===== src/rtl/updown_counter_nbit_pkg.sv =====
// updown_counter_nbit_pkg: shared modes, sync-operation encoding and full-adder helpers.
package updown_counter_nbit_pkg;

    localparam bit MODE_WRAP = 1'b0;
    localparam bit MODE_SAT  = 1'b1;

    // Synchronous operation selected on an edge, in priority order clr > load > en.
    typedef enum logic [1:0] {
        OP_HOLD,
        OP_CLR,
        OP_LOAD,
        OP_STEP
    } op_e;

    function automatic logic fa_sum(input logic a, input logic b, input logic ci);
        return a ^ b ^ ci;
    endfunction

    function automatic logic fa_carry(input logic a, input logic b, input logic ci);
        return (a & b) | (ci & (a ^ b));
    endfunction

endpackage


===== src/rtl/updown_counter_nbit_incdec.sv =====
// incdec_nbit: ripple chain of full adders producing a+1 (up=1) or a-1 (up=0), modulo 2**WIDTH.
module incdec_nbit
    import updown_counter_nbit_pkg::*;
#(
    parameter int WIDTH = 4
) (
    input  logic [WIDTH-1:0] a,
    input  logic             up,
    output logic [WIDTH-1:0] y
);

    logic [WIDTH-1:0] c;

    // +1 is b=0 with carry-in 1; -1 is b=all-ones with carry-in 0.
    assign c[0] = up;

    for (genvar i = 0; i < WIDTH; i++) begin : g_bit
        assign y[i] = fa_sum(a[i], ~up, c[i]);
        if (i < WIDTH - 1) begin : g_c
            assign c[i+1] = fa_carry(a[i], ~up, c[i]);
        end
    end

endmodule


===== src/rtl/updown_counter_nbit.sv =====
// updown_counter_nbit: registered up/down counter with clear, clamped load, modulus limit,
// wrap/saturate mode, one-cycle carry pulse and sticky overflow.
module updown_counter_nbit
    import updown_counter_nbit_pkg::*;
#(
    parameter int WIDTH    = 4,
    parameter int MAX_VAL  = 2**WIDTH - 1,
    parameter bit SATURATE = MODE_WRAP
) (
    input  logic             clk,
    input  logic             rst_n,
    input  logic             clr,
    input  logic             load,
    input  logic [WIDTH-1:0] load_val,
    input  logic             en,
    input  logic             up,
    output logic [WIDTH-1:0] count,
    output logic             carry,
    output logic             ovf,
    output logic             at_max,
    output logic             at_min
);

    localparam logic [WIDTH-1:0] MAX = MAX_VAL[WIDTH-1:0];

    op_e              op;
    logic             limit;
    logic [WIDTH-1:0] step_val;
    logic [WIDTH-1:0] next_count;
    logic             next_carry;
    logic             next_ovf;

    incdec_nbit #(.WIDTH(WIDTH)) u_incdec (
        .a  (count),
        .up (up),
        .y  (step_val)
    );

    assign at_max = count == MAX;
    assign at_min = count == '0;
    assign limit  = up ? at_max : at_min;
    assign op     = clr ? OP_CLR : load ? OP_LOAD : en ? OP_STEP : OP_HOLD;

    // The limit compare, not the chain carry-out, decides wrap so moduli below 2**WIDTH work.
    always_comb begin
        next_count = count;
        next_carry = 1'b0;
        next_ovf   = ovf;
        unique case (op)
            OP_CLR: begin
                next_count = '0;
                next_ovf   = 1'b0;
            end
            OP_LOAD: next_count = (load_val > MAX) ? MAX : load_val;
            OP_STEP: begin
                next_carry = limit;
                next_ovf   = ovf | limit;
                next_count = !limit ? step_val : SATURATE ? count : up ? '0 : MAX;
            end
            default: ;
        endcase
    end

    always_ff @(posedge clk or negedge rst_n) begin
        if (!rst_n) begin
            count <= '0;
            carry <= 1'b0;
            ovf   <= 1'b0;
        end else begin
            count <= next_count;
            carry <= next_carry;
            ovf   <= next_ovf;
        end
    end

endmodule


===== config.mk =====
export PLATFORM = sky130hd
export DESIGN_NAME = updown_counter_nbit
export DESIGN_NICKNAME = d
export VERILOG_FILES = /design/src/rtl/updown_counter_nbit_pkg.sv /design/src/rtl/updown_counter_nbit_incdec.sv /design/src/rtl/updown_counter_nbit.sv
export SDC_FILE = /design/constraint.sdc
export NUM_CORES = 1
export LEC_CHECK = 0
export CAP_MARGIN = 20
export CORE_AREA = 10 10 47 49
export DETAILED_ROUTE_END_ITERATION = 7
export DIE_AREA = 0 0 57 59
export PLACE_DENSITY = 0.67
export SYNTH_ARGS = -nofsm -noshare
export SYNTH_HDL_FRONTEND = slang
export SYNTH_SLANG_ARGS = --single-unit
export TNS_END_PERCENT = 50

===== constraint.sdc =====
create_clock -name clk -period 3.4 [get_ports clk]
set_clock_uncertainty 0.15 [all_clocks]
set_input_delay 1.02 -clock clk [delete_from_list [all_inputs] [get_ports clk]]
set_output_delay 1.02 -clock clk [all_outputs]
set_load 0.1 [all_outputs]

Yosys cells after proc, flatten, opt, wreduce, memory -nomap -nowiden --
Index checks and enable logic that the tools add are counted.
Word-level totals: memories 0, memory bits (writable) 0, bits in registers 6, memory bits (read-only) 0, output and inout port bits 8, bits in latches 0, logic and storage cells 40
Operators by class: multiplexer cells 10, reduce and logical (&&, ||, !) cells 3, div/mod/pow operators 0, shift operators 0, multiply operators 0, bitwise operators 19, $add $sub $neg 0, equality and inequality tests 4, $lt $le $gt $ge 1
Operators with widths (count):
- 4-bit two-way mux | 3
- 4-bit one-hot mux with 3 select lines | 1
- 1-bit XOR | 8
- 1-bit AND | 6
- 2-bit two-way mux | 3
- 2-bit equality test, second input constant | 2
- 4-bit equality test, second input constant | 1
- 4-bit > comparator, second input constant | 1
- 4-bit zero test | 1
- 1-bit OR | 4
- 3-bit nonzero test | 1
- 2-bit by 1-bit equality test with 1-bit output, second input constant | 1
- 1-bit two-way mux | 2
- 1-bit one-hot mux with 2 select lines | 1
- 2-bit nonzero test | 1
- 1-bit NOT | 1

Longest topological paths before layout --
Gate-level depths: netlist of run 1.
depth in word-level cells 11, mapped depth 9, depth with buffers taken out 8

Hierarchy --
From an unflattened synthesis of run 1, not the netlist that was laid out.
Unflattened totals: cell total of the unflattened synthesis 41, area, all modules 432.9 µm²
Modules (own cells, without submodules):
- updown_counter_nbit | cells each 32, area each 332.8 µm², sequential area each 150.1 µm², times used 1
- incdec_nbit | cells each 9, area each 100.1 µm², sequential area each 0.0 µm², times used 1

Least setup slack after synthesis of run 1 --
Ideal clock, no wire load.
path type flip-flop to output port, from register count[0], to output at_min, required time 2230 ps, cell stages (with the launch flop) 3, data arrival time 3881 ps, slack -1651 ps, cell sequence dfrtp_1 > buf_6 > nor4_1
On the way: longest elaborated chain between the ends 1
RTL lines:
- start, declared | line updown_counter_nbit.sv:17 | output logic [WIDTH-1:0] count,
- start signal, assigned | line updown_counter_nbit.sv:70 | count <= next_count;
- 4-bit zero test | line updown_counter_nbit.sv:40 | assign at_min = count == '0;
- end, declared | line updown_counter_nbit.sv:21 | output logic at_min
No other way between the ends.

Worst setup path after layout of run 1 --
from input up, to register count[2]
On the way: longest elaborated chain between the ends 9, elaborated cells between the ends (all ways) 15, classes of those cells mux (4); bitwise (11)
RTL lines:
- start, declared | line updown_counter_nbit.sv:16 | input logic up,
- 1-bit NOT | line updown_counter_nbit_incdec.sv:18, updown_counter_nbit_incdec.sv:20
- 1-bit XOR | line updown_counter_nbit_pkg.sv:20 | return (a & b) | (ci & (a ^ b));
- 1-bit AND | line updown_counter_nbit_pkg.sv:20
- 1-bit OR | line updown_counter_nbit_pkg.sv:20
- 1-bit AND | line updown_counter_nbit_pkg.sv:20
- 1-bit OR | line updown_counter_nbit_pkg.sv:20
- 1-bit XOR | line updown_counter_nbit_pkg.sv:16 | return a ^ b ^ ci;
- 4-bit two-way mux * | line updown_counter_nbit.sv:58 | next_count = !limit ? step_val : SATURATE ? count : up ? '0 : MAX;
- 4-bit one-hot mux with 3 select lines * | line updown_counter_nbit.sv:49 | unique case (op)
Every way passes the cells marked *; elsewhere a longest branch is shown, timed or not. A chain may end at the register's enable or synchronous reset.

==> flow_summary.ini, run 1 <==
[run_status]
outcome = finished, final reports clean

[logic_synthesis]
syn_area_um2 = 479.2
netlist-cell-type-count = 27
syn_area_per_cell_um2 = 8.557
ys_warn_count = 0
synthArstFlopShare_pct = 100.0
ys_top_cells_by_area = dfrtp_1, fa_1, inv_1, buf_6, nor2_1
yosys.area.top_type = dfrtp_1
synth_top_area_share_pct = 31.33
synth_edf_count = 0
ys.flop_type = dfrtp_1
synth_cells = 56
synth_common_cells = inv_1, dfrtp_1, nor2_1, a21oi_1, o21ai_1
synth.most_common_cell = inv_1
syn_nets = 68
synth-seq-area-share_pct = 31.33
ys_seq_elements = 6

[layout]
area_delta_synth_final_pct = 37.34
drive_gt1_share_pct = 19.44
antenna_cells = 0
post_layout_nonfiller_instances = 88
num-fill-cells = 142
nets = 86

[worst_setup_path]
path_buf_inv = 3
worstPathArrival_ns = 2.94
worstSetupPathType = in -> reg
worstPathCellList = clkdlybuf4s50_1 > inv_1 > fa_1 > inv_1 > fa_1 > o21ai_1 > o211ai_1 > a221oi_1
required_ns = 3.40
critPathMaxStageDelay_ns = 0.47
crit_fanout = 2
crit_slowest_cell = clkdlybuf4s50_1
crit_path_end_kind = flip-flop
start_kind = input port
crit_family = adder cells

[sta]
worst_slew_pin_slew_ns = 0.4141
holdWs_ns = 0.3379
rsz0062_at_grt = no
finalWorstSetupSlack_ns = 0.4512
max_freq_ghz = 0.3391
min_period_ns = 2.949
fin_crit_sh_pct = 86.73
hold_viol = 0
setup_viol = 0
maxSlewHeadroom_pct = 72.39
slew_violations = 0

[route]
ant_nets = 0
via_per_inst = 5.250
via_count = 462
drtIter0Drc = 8
drcViolationCount = 0
firstDrtPassIters = 4
wl_per_cell_um = 13.90
drt-total-wl_mm = 1.223

[placed_design]
place.port_buffers = 17
post-place-ws_ns = 0.1867
dp_cells = 85
gp_congestion = 0.8083
dpl.hpwl_um = 947.9

[clock_tree]
cts_num_sinks = 6
cts.repair.resized = 0
insertion_delay_ns = 0.24
cts_buffers = 3
cts_tree = built
cts_root_buffer = clkbuf_4
path_clk_slew_ns = 0.05
cts_setup_buffers = 0
htreeDepth = 1
clock_path_buffers = 2
hold_buffers = 0

[power]
leakage_nw = 0.3001
power_density_nw_per_um2 = 417.3
peakVddDrop_v = 0.0001875

[floorplanning]
initial_core_util_pct = 34.20
die-area_um2 = 3363
io_pins = 18
floorplan.rows = 14
die_h_um = 59
die_w_um = 57
core_um2 = 1401

[global_route]
grt_usage_pct = 7.087
antenna_found_initial = 0
overflow = 0
grt_pass1_vias = 433
grt_max_degree = 12
grt_pass1_wl_mm = 1.883

[flow_run]
cap_violations = 0

[min_path]
hold_class = reg -> reg
==> stage by stage <==
stage,TNS (ns),instance area (um2),power [W],util (%)
final,0,658.1,0.0002746,46.96
after global routing,0,658.1,0.0002883,46.96
after CTS,0,658.1,0.0002781,46.96
after detailed placement,0,635.6,0.0002094,45.36
after global placement,0,635.6,0.0002081,45.36
after floorplan,-0.3427,494.2,0.0001803,-
==> metal layers <==
layer	global-route usage [%]	up-vias	wire length [um]
met5	0	-	0
met3	3.863	0	101
met2	9.767	18	540
met4	5.034	0	0
li1	-	234	-
met1	8.092	210	581
==> placed cells by master (no fill, tap or decap) <==
| master | count |
|---|---|
| o21ai_1 | 3 |
| clkdlybuf4s50_1 | 9 |
| fa_1 | 2 |
| a32o_1 | 2 |
| o211ai_1 | 2 |
| and4_1 | 1 |
| nor4_4 | 1 |
| and4b_1 | 1 |
| inv_1 | 9 |
| a22o_1 | 1 |
| nand3_1 | 1 |
| a31oi_1 | 1 |
| and3_1 | 1 |
| a221oi_1 | 2 |
| xnor2_1 | 1 |
| nor4_1 | 1 |
| buf_4 | 9 |
| nor3_1 | 2 |
| clkbuf_4 | 3 |
| nand2_1 | 1 |
| o21ai_0 | 1 |
| dfrtp_1 | 6 |
| xor2_1 | 1 |
| a211oi_2 | 1 |
| nor2_1 | 6 |
| o21a_1 | 1 |
| a21oi_1 | 3 |
==> kinds of logic (layout without fill, tap and decap cells) <==
| logic type | count (synthesis) | in the layout | share of synthesized area [%] |
|---|---|---|---|
| AOI/OAI and AO/OA | 17 | 17 | 25.59 |
| and+or+nand+nor | 15 | 15 | 16.45 |
| buffers and inverters | 14 | 30 | 14.62 |
| DFF | 6 | 6 | 31.33 |
| xor gates and xnor gates | 2 | 2 | 3.656 |
| adders and majority gates | 2 | 2 | 8.355 |
==> state kept, by name, indices dropped and copies added, names as in the netlist <==
register / flops
carry: 1
count: 4
ovf: 1
==> report_power, final <==
part           switching (W)  internal (W)
Combinational      0.0000786     0.0000396
Sequential         0.0000138     0.0000761
Clock              0.0000266     0.0000400
==> cell type report <==
type	instances	area, um2	share of cell area (%)
clock buffers	3	22.52	3.422
inverters	9	33.78	5.133
multi-input cells	36	274.0	41.64
flip-flops and latches	6	150.1	22.81
well taps	16	20.02	3.042
repair buffers	18	157.7	23.95
==> path summary, 6_finish.rpt <==
kind                       cells past startpoint        to  startpoint  slack [ns]
min in group asynchronous                      1     carry       rst_n        0.86
hold reg to reg                                1       ovf         ovf        0.34
hold / removal                                 1       ovf         ovf        0.34
max in group asynchronous                      1  count[0]       rst_n        2.02
setup reg to reg                               7  count[3]    count[0]        1.08
setup / recovery                               8  count[2]          up        0.45
No activity file was read; power rests on OpenSTA's default activity.
==> run 2: changes to the inputs <==
--- a/config.mk
+++ b/config.mk
@@ -9,6 +9,7 @@
 export CORE_AREA = 10 10 47 49
 export DETAILED_ROUTE_END_ITERATION = 7
 export DIE_AREA = 0 0 57 59
+export GPL_ROUTABILITY_DRIVEN = 0
 export PLACE_DENSITY = 0.67
 export SYNTH_ARGS = -nofsm -noshare
 export SYNTH_HDL_FRONTEND = slang
==> results of run 2 <==
Same layout as run 1: the final DEF is identical, and so are final timing and power.
==> run 3: changes to the inputs <==
--- a/config.mk
+++ b/config.mk
@@ -6,11 +6,10 @@
 export NUM_CORES = 1
 export LEC_CHECK = 0
 export CAP_MARGIN = 20
-export CORE_AREA = 10 10 47 49
+export CORE_MARGIN = 10
+export CORE_UTILIZATION = 25
 export DETAILED_ROUTE_END_ITERATION = 7
-export DIE_AREA = 0 0 57 59
 export GPL_ROUTABILITY_DRIVEN = 0
-export PLACE_DENSITY = 0.67
 export SYNTH_ARGS = -nofsm -noshare
 export SYNTH_HDL_FRONTEND = slang
 export SYNTH_SLANG_ARGS = --single-unit
==> flow_summary.ini, run 3 (synthesized netlist as in run 1, its figures left out) <==
[clock_tree]
htreeDepth = 1
insertion_delay_ns = 0.24
cts_root_buffer = clkbuf_4
cts_buffers = 3
cts.repair.resized = 0
hold_buffers = 0
cts_setup_buffers = 0
cts_num_sinks = 6
cts_tree = built
path_clk_slew_ns = 0.04
clock_path_buffers = 2

[power]
pwr-share-seq_pct = 33.1
power.share.clock_pct = 23.1
power_w = 0.0002737
power_density_nw_per_um2 = 408.9
peakVddDrop_v = 0.00009003
p_sw_share_pct = 42.86
p_comb_share_pct = 43.8
p_int_w = 0.0001564
switchingPower_w = 0.0001173
leakage_nw = 0.3001

[layout]
post_layout_nonfiller_instances = 97
reg_top3 = count x4, carry x1, ovf x1
final_cell_mix = inv_1, clkdlybuf4s50_1, buf_4
largest-register = count
num-fill-cells = 196
area_delta_synth_final_pct = 39.69
antenna_cells = 0
nets = 86
drive_gt1_share_pct = 19.44
largest_reg_flops = 4

[route]
drtIter0Drc = 5
via_count = 466
drt-total-wl_mm = 1.315
via_per_inst = 4.804
firstDrtPassIters = 2
drcViolationCount = 0
wl_per_cell_um = 13.56
ant_nets = 0

[global_route]
grt_pass1_vias = 478
grt_max_degree = 12
overflow = 0
grt_usage_pct = 6.801
grt_pass1_wl_mm = 2.235
antenna_found_initial = 0

[worst_setup_path]
reg2regPathDepth = 7
worstPathArrival_ns = 2.99
crit_path_end_kind = flip-flop
ff2ff_setup_slack_ns = 1.08
worstSetupPathType = in -> reg
crit_fanout = 2
startpoint = up
reg2reg_to = count[3]
r2r-start = count[0]
required_ns = 3.39
start_kind = input port

[floorplanning]
die-area_um2 = 4068
floorplan.rows = 15
initial_core_util_pct = 27.16
io_pins = 18
die_w_um = 63.78
die_h_um = 63.78
core_um2 = 1764

[sta]
min_period_ns = 2.998
max_freq_ghz = 0.3336
setup_viol = 0
hold_viol = 0
fin_crit_sh_pct = 88.17
worst_slew_pin_slew_ns = 0.4325
fin_setup_tns_ns = 0
holdWs_ns = 0.3547
maxSlewHeadroom_pct = 71.17
slew_violations = 0
rsz0062_at_grt = no

[run_status]
outcome = finished, final reports clean

[placed_design]
dpl.hpwl_mm = 1.023
place.port_buffers = 17
dp_cells = 94

[flow_run]
cap_violations = 0

[min_path]
hold_class = reg -> reg
hold_end = ovf
hold_depth = 1
hold_path_startpoint = ovf
-- run 3: worst max-delay path by stage --
stage                to  depth (start not counted)
5_1_grt        count[2]                          8
3_5_place_dp   count[2]                          8
4_1_cts        count[2]                          8
2_1_floorplan    at_max                          2
6_report       count[2]                          8
3_3_place_gp   count[2]                          8
-- run 3: cell type report --
class / instances / area [um2] / share of cell area, %
clock buffers: 3 / 22.52 / 3.364
well taps: 25 / 31.28 / 4.673
repair buffers: 18 / 157.7 / 23.55
flip-flops and latches: 6 / 150.1 / 22.43
multi-input cells: 36 / 274.0 / 40.93
inverters: 9 / 33.78 / 5.047
-- run 3: power groups by stage --
stage / combinational (W) / sequential, W / clock, W
4_1_cts: 0.000121 / 0.0000907 / 0.0000674
3_3_place_gp: 0.000120 / 0.0000916 / 0
3_5_place_dp: 0.000120 / 0.0000916 / 0
6_report: 0.000120 / 0.0000906 / 0.0000633
2_1_floorplan: 0.0000618 / 0.000118 / 0
5_1_grt: 0.000129 / 0.0000920 / 0.0000745
-- run 3: routing by layer --
metal	up-vias	GRT usage, %	routed length [um]
li1	232	-	-
met1	224	7.495	552
met2	10	10.20	663
met3	0	3.484	98
met4	0	4.098	0
met5	-	0	0
-- run 3: through the flow --
| step | setup WS, ns | utilization [%] | cell area, um2 |
|---|---|---|---|
| floorplan | -0.3427 | - | 494.2 |
| global placement | 0.1411 | 36.67 | 646.9 |
| detailed placement | 0.1499 | 36.67 | 646.9 |
| CTS | 0.3837 | 37.94 | 669.4 |
| global route | 0.3081 | 37.94 | 669.4 |
| finish | 0.4023 | 37.94 | 669.4 |
-- run 3: worst max-delay path: stages --
cell and delay, ns:
clkdlybuf4s50_1 0.48, inv_1 0.06, fa_1 0.41, inv_1 0.08, fa_1 0.45, o21ai_1 0.15, o211ai_1 0.10, a221oi_1 0.24
